<file path="config.mk">
export PLATFORM = sky130hd
export DESIGN_NAME = prbs_tx_sequencer
export DESIGN_NICKNAME = d
export VERILOG_FILES = /design/src/rtl/prbs_tx_sequencer.sv
export SDC_FILE = /design/constraint.sdc
export NUM_CORES = 1
export LEC_CHECK = 0
export CORE_ASPECT_RATIO = 1.2
export CORE_MARGIN = 2
export CORE_UTILIZATION = 58
export DETAILED_ROUTE_END_ITERATION = 12
export PLACE_DENSITY = 0.79
export SETUP_SLACK_MARGIN = 0.3
export SLEW_MARGIN = 20
export SYNTH_ARGS = -nofsm -noshare
export SYNTH_HDL_FRONTEND = slang
export SYNTH_SLANG_ARGS = --single-unit
</file>
<file path="constraint.sdc">
create_clock -name clk -period 3.4 [get_ports clk]
set_input_delay 0.68 -clock clk [delete_from_list [all_inputs] [get_ports clk]]
set_output_delay 0.68 -clock clk [all_outputs]
set_load 0.005 [all_outputs]
</file>
<file path="src/rtl/prbs_tx_sequencer.sv">
// ---------------------------------------------------------------------------
// prbs_tx_sequencer
//
// Transmit side of the PRBS9 BER test link. Produces the PRBS9 stream
// (x^9 + x^5 + 1) at baud rate, one bit per i_ctrl strobe, and runs the
// test-sequencing FSM that steers the BER checker: IDLE, a latency-search
// sweep (SYNC), then BER counting.
//
// The sweep walks PRBS_MAX_CYCLES windows of PRBS_MAX_CYCLES bits each; the
// checker uses o_sync_addr and o_prbs_cmp_curr_addr_done to try one candidate
// delay per window.
//
// Ports:
//   clk                        system clock
//   i_reset                    synchronous active-high reset
//   i_en_tx                    transmit enable; low behaves as a sync reset
//   i_ctrl                     baud strobe, one clk wide; all progress gated
//   i_start                    level; launches the sweep from IDLE
//   i_stop                     level; aborts SYNC / ends BER, back to IDLE
//   o_tx_bit                   current PRBS bit (channel + checker reference)
//   o_synchro_en               high while in SYNC
//   o_prbs_cmp_curr_addr_done  high during the last bit of each sweep window
//   o_ber_counter_en           high while in BER
//   o_sync_addr                current sweep window index
//   o_busy                     high in SYNC or BER
// ---------------------------------------------------------------------------
module prbs_tx_sequencer #(
    parameter int          PRBS_MAX_CYCLES = 511,
    parameter logic [8:0]  SEED            = 9'h1AA,
    localparam int         CNT_W           = (PRBS_MAX_CYCLES > 1) ? $clog2(PRBS_MAX_CYCLES) : 1
) (
    input  logic             clk,
    input  logic             i_reset,
    input  logic             i_en_tx,
    input  logic             i_ctrl,
    input  logic             i_start,
    input  logic             i_stop,
    output logic             o_tx_bit,
    output logic             o_synchro_en,
    output logic             o_prbs_cmp_curr_addr_done,
    output logic             o_ber_counter_en,
    output logic [CNT_W-1:0] o_sync_addr,
    output logic             o_busy
);

    localparam logic [1:0] ST_IDLE = 2'd0;
    localparam logic [1:0] ST_SYNC = 2'd1;
    localparam logic [1:0] ST_BER  = 2'd2;

    // Terminal count for both counters. Compared explicitly so that
    // non-power-of-two sizes terminate correctly instead of wrapping.
    localparam logic [CNT_W-1:0] CNT_LAST = CNT_W'(PRBS_MAX_CYCLES - 1);

    logic [8:0]       lfsr;
    logic [8:0]       lfsr_next;
    logic [1:0]       state;
    logic [1:0]       state_next;
    logic [CNT_W-1:0] bit_cnt;
    logic [CNT_W-1:0] bit_cnt_next;
    logic [CNT_W-1:0] addr_cnt;
    logic [CNT_W-1:0] addr_cnt_next;
    logic             window_done;
    logic             sync_rst;

    // Either reset source returns everything to the power-up state.
    assign sync_rst = i_reset | ~i_en_tx;

    assign window_done = (state == ST_SYNC) && (bit_cnt == CNT_LAST);

    // Fibonacci shift toward the MSB; the feedback taps are stages 9 and 5.
    assign lfsr_next = {lfsr[7:0], lfsr[8] ^ lfsr[4]};

    // Next-state logic; only consulted on a baud strobe.
    always_comb begin
        state_next    = state;
        bit_cnt_next  = bit_cnt;
        addr_cnt_next = addr_cnt;

        case (state)
            ST_IDLE: begin
                // Stop has priority over a simultaneous start.
                if (!i_stop && i_start) begin
                    state_next    = ST_SYNC;
                    bit_cnt_next  = '0;
                    addr_cnt_next = '0;
                end
            end

            ST_SYNC: begin
                if (i_stop) begin
                    // Abort wins over the window/sweep completion.
                    state_next    = ST_IDLE;
                    bit_cnt_next  = '0;
                    addr_cnt_next = '0;
                end else if (window_done) begin
                    bit_cnt_next = '0;
                    if (addr_cnt == CNT_LAST) begin
                        state_next    = ST_BER;
                        addr_cnt_next = '0;
                    end else begin
                        addr_cnt_next = addr_cnt + 1'b1;
                    end
                end else begin
                    bit_cnt_next = bit_cnt + 1'b1;
                end
            end

            ST_BER: begin
                bit_cnt_next  = '0;
                addr_cnt_next = '0;
                if (i_stop) begin
                    state_next = ST_IDLE;
                end
            end

            default: begin
                state_next    = ST_IDLE;
                bit_cnt_next  = '0;
                addr_cnt_next = '0;
            end
        endcase
    end

    // Register stage: everything advances only on the baud strobe.
    always_ff @(posedge clk) begin
        if (sync_rst) begin
            lfsr     <= SEED;
            state    <= ST_IDLE;
            bit_cnt  <= '0;
            addr_cnt <= '0;
        end else if (i_ctrl) begin
            lfsr     <= lfsr_next;
            state    <= state_next;
            bit_cnt  <= bit_cnt_next;
            addr_cnt <= addr_cnt_next;
        end
    end

    // Outputs are decoded straight from the registers (no extra latency).
    assign o_tx_bit                  = lfsr[8];
    assign o_synchro_en              = (state == ST_SYNC);
    assign o_prbs_cmp_curr_addr_done = window_done;
    assign o_ber_counter_en          = (state == ST_BER);
    assign o_sync_addr               = addr_cnt;
    assign o_busy                    = (state != ST_IDLE);

endmodule
</file>
**After elaboration in Yosys (flattened, before gate mapping)**

Index checks and enable logic that the tools add are counted.

- Input port bits: 6
- Output and inout port bits: 14
- Logic and storage cells: 39
- Register bits after elaboration: 29

- Add/sub/neg operators: 2
- Bitwise logic cells: 3
- Equal/unequal tests: 8
- Reductions and logical operators: 8
- Muxes and demuxes: 14

Operators by type and width:

| cell | number |
|---|---|
| $mux W9 | 6 |
| $pmux W9 S2 | 2 |
| $add A9 B1 Y9 const B | 2 |
| $eq A9 B9 Y1 const B | 2 |
| $mux W2 | 5 |
| $ne A3 B2 Y1 const B | 2 |
| $pmux W2 S3 | 1 |
| $reduce_and A5 Y1 | 1 |
| $ne A2 B2 Y1 const B | 2 |
| $reduce_and A3 Y1 | 1 |
| $eq A2 B1 Y1 const B | 1 |
| $eq A2 B2 Y1 const B | 1 |
| $logic_and A1 B1 Y1 | 2 |
| $logic_not A2 Y1 | 1 |
| $reduce_and A2 Y1 | 1 |
| $reduce_bool A2 Y1 | 1 |
| $logic_not A1 Y1 | 1 |
| $not A1 Y1 | 1 |
| $or A1 B1 Y1 | 1 |
| $xor A1 B1 Y1 | 1 |

**Depth between registers and ports, before layout**

- Depth in word-level cells: 5
- Gate-level depth with buffers: 7
- Depth with buffers taken out: 6

**Worst setup path before layout**

No wires, ideal clock.

- Kind: in2reg
- Start point: input i_start
- End point: register addr_cnt[7] (netlist: o_sync_addr[7])
- Required time: 3,314 ps
- Path buffers: 1
- Data arrival time: 1,747 ps
- Setup slack: 1,567 ps
- Stages on the path: 5
- Setup time: 86 ps
- Cell sequence: nor2b_1 buf_2 o21ai_4 or4_1 a211oi_1

- Longest elaborated chain between the ends: 3

Ends and longest elaborated chain:

| what | RTL line | RTL |
|---|---|---|
| start, declared | 36 | `input logic i_start,` |
| $logic_and A1 B1 Y1 | 82 | `if (!i_stop && i_start) begin` |
| $ne A2 B2 Y1 (no line) | n/a |  |
| $reduce_and A3 Y1 (no line) | n/a |  |
| end signal, assigned | 135 | `addr_cnt <= addr_cnt_next;` |
| end, declared | 60 | `logic [CNT_W-1:0] addr_cnt;` |

No other way between the ends.
A chain may end at the register's enable or synchronous reset.

**Worst setup path after layout**

- Start point: register bit_cnt[0]
- End point: output o_prbs_cmp_curr_addr_done

- Longest elaborated chain between the ends: 2

Ends and longest elaborated chain:

| what | RTL line | RTL |
|---|---|---|
| start, declared | 58 | `logic [CNT_W-1:0] bit_cnt;` |
| start signal, assigned | 134 | `bit_cnt <= bit_cnt_next;` |
| $eq A9 B9 Y1 | 68 | `assign window_done = (state == ST_SYNC) && (bit_cnt == CNT_LAST);` |
| $logic_and A1 B1 Y1 | 68 |  |
| end, declared | 40 | `output logic o_prbs_cmp_curr_addr_done,` |

No other way between the ends.

==> flow_summary.ini <==
[cells_and_area]
fin_nets = 192
syn2layout_area_growth_pct = 19.3
fin_area_mm2 = 0.00179
utilization_pct = 71.5
drive_above_1_share_pct = 7.65
num_antenna_cells = 0

[floorplan]
die_h_um = 59.7
io_pins = 20
core.rowCount = 20
start_util_pct = 60.0
die_w_um = 50.4
core_mm2 = 0.00250
fp.dieArea_mm2 = 0.00301

[clock_tree]
cts_setup_buffers = 0
ctsHoldBuffers = 0
cts_sinks = 29
clockBufferDepth = 2
clk_pin_slew_ns = 0.10
cts_buffers = 5
cts_root_buf = clkbuf_4
cts-resized-gates = 0
htreeDepth = 2
insertion_delay_ns = 0.34
cts_tree = done

[synth]
synth_nets = 172
ys.flop_type = dfxtp_1
async_reset_ff_share_pct = 0
netlist_area_mm2 = 0.00150
synth_top_area_cell = dfxtp_1
yosysSeqAreaShare_pct = 38.7
synth_edf_count = 0
yosysUniqueCellTypes = 41
synthTopCellsByCount = dfxtp_1, nor2_1, nand2_1, a211oi_1, mux2i_1
yosysWarnings = 0
yosysMostFrequentCell = dfxtp_1
synth_top_area_share_pct = 38.7
syn_avg_cell_area_um2 = 9.26
ys_ff_latch = 29
synthTopCellsByArea = dfxtp_1, mux2i_1, a211oi_1, nor2_1, or4_1
synthCells = 162

[setup_path]
cp_cell_sequence = inv_1, ha_1, and4_1, and3_1, clkdlybuf4s50_1
rr_worst_depth = 6
end_kind = output port
cpMaxStageDelayCell = clkdlybuf4s50_1
critPathMaxFanout = 4
cp-start-kind = register
arrival_ns = 1.85
max_stage_delay_ns = 0.44
required_ns = 2.72
crit_type = register to output port

[power]
leakage_nw = 0.610
ir_drop_mv = 0.290
p_total_mw = 0.699
power_density_mw_per_mm2 = 391

[global_route]
grt_max_degree = 23
antenna_found_initial = 0
grtUsageTotal_pct = 24.5
grt_pass1_wl_mm = 5.46
grt.overflow.total = 0
grt_pass1_vias = 1224

[routing]
route.detailed.drc = 0
finalWirelength_mm = 3.42
vias = 1336
ant_nets = 0
first_pass_iters = 4
wl_per_cell_um = 15.8
viasPerCell = 6.19
first_iter_violations = 65

[job]
cap_violations = 0

[timing]
tns_ns = 0
maxSlewHeadroom_pct = 51.6
min_period_over_period_pct = 74.4
timing.final.max_slew_violations = 0
setup_viol = 0
setup_ws_ns = 0.870
worst_pin_slew_ns = 0.722
skew_ns = 0.0121
min_period_ns = 2.53
rsz0062_at_grt = no
fmax_ghz = 0.395
hold_viol = 0

[placed_design]
dpl-instance-area_mm2 = 0.00170
numPortBuffers = 19
finalWeightedCongestion = 0.797
dp_hpwl_mm = 2.38
pre_cts_slack_ns = 0.799

[min_path]
whs_path_depth = 2
hold_path.class = register to register

[status]
status = finished, final reports clean
[sequential cells by signal, indices dropped and copies added, names as in the netlist]
name / count
bit_cnt: 9
lfsr: 9
o_sync_addr: 9
state: 2
[cell type report]
cell class	count	area [µm²]
clock buffers	7	55.1
inverters	4	15.0
repair buffers	21	205
well taps	33	41.3
flip-flops and latches	29	581
fillers	203	713
clock inverters	1	30.0
multi-input cells	121	862
[report_power, final]
part           leakage (nW)  total (mW)  switching, mW  internal, mW
registers             0.235       0.349        0.00422         0.345
clock network        0.0455       0.300          0.125         0.176
logic                 0.329      0.0492         0.0289        0.0203
[layer usage]
layer,GRT usage (%),vias up,wire (µm)
li1,-,652,-
met1,27.7,633,1400
met2,43.4,43,1780
met3,5.75,8,162
met4,11.6,0,76
met5,0,-,0
[logic make-up (layout without fill, tap and decap cells)]
| group | after synthesis | after routing | share of synthesized area, % |
|---|---|---|---|
| muxes | 8 | 8 | 5.34 |
| DFF | 29 | 29 | 38.7 |
| xor gates and xnor gates | 8 | 8 | 4.67 |
| buffers and inverters | 12 | 33 | 3.84 |
| and+or+nand+nor | 61 | 61 | 23.9 |
| adders and majority gates | 4 | 4 | 3.34 |
| AOI/OAI and AO/OA | 40 | 40 | 20.3 |
[worst max-delay path: cells and delay by family, from the launching register on]
| kind | cells | cell delay (ns) |
|---|---|---|
| buffers and inverters | 2 | 0.50 |
| and+or+nand+nor | 2 | 0.42 |
| DFF | 1 | 0.39 |
| adders and majority gates | 1 | 0.19 |
[placed cells by master (no fill, tap or decap), types with 5 or more instances in the layout]
cell type,count
and4_1,5
nand2_1,11
clkbuf_4,5
o31ai_1,5
clkdlybuf4s50_1,19
xor2_1,6
a211oi_1,8
mux2i_1,8
or4_1,7
dfxtp_1,29
a21oi_1,5
nor2_1,14
[metrics by stage]
step	hold slack, ns	std cells
5_1_grt	0.510	216
4_1_cts	0.493	216
3_5_place_dp	0.479	208
2_1_floorplan	0.441	162
3_3_place_gp	0.453	208
6_report	0.491	216
[final timing paths]
path	startpoint	endpoint	slack, ns
max	bit_cnt[0]	o_prbs_cmp_curr_addr_done	0.87
min	bit_cnt[7]	bit_cnt[7]	0.49
max reg2reg	bit_cnt[0]	bit_cnt[1]	1.37
min reg2reg	bit_cnt[7]	bit_cnt[7]	0.49
Note: power is estimated with default switching activity, not from simulation.
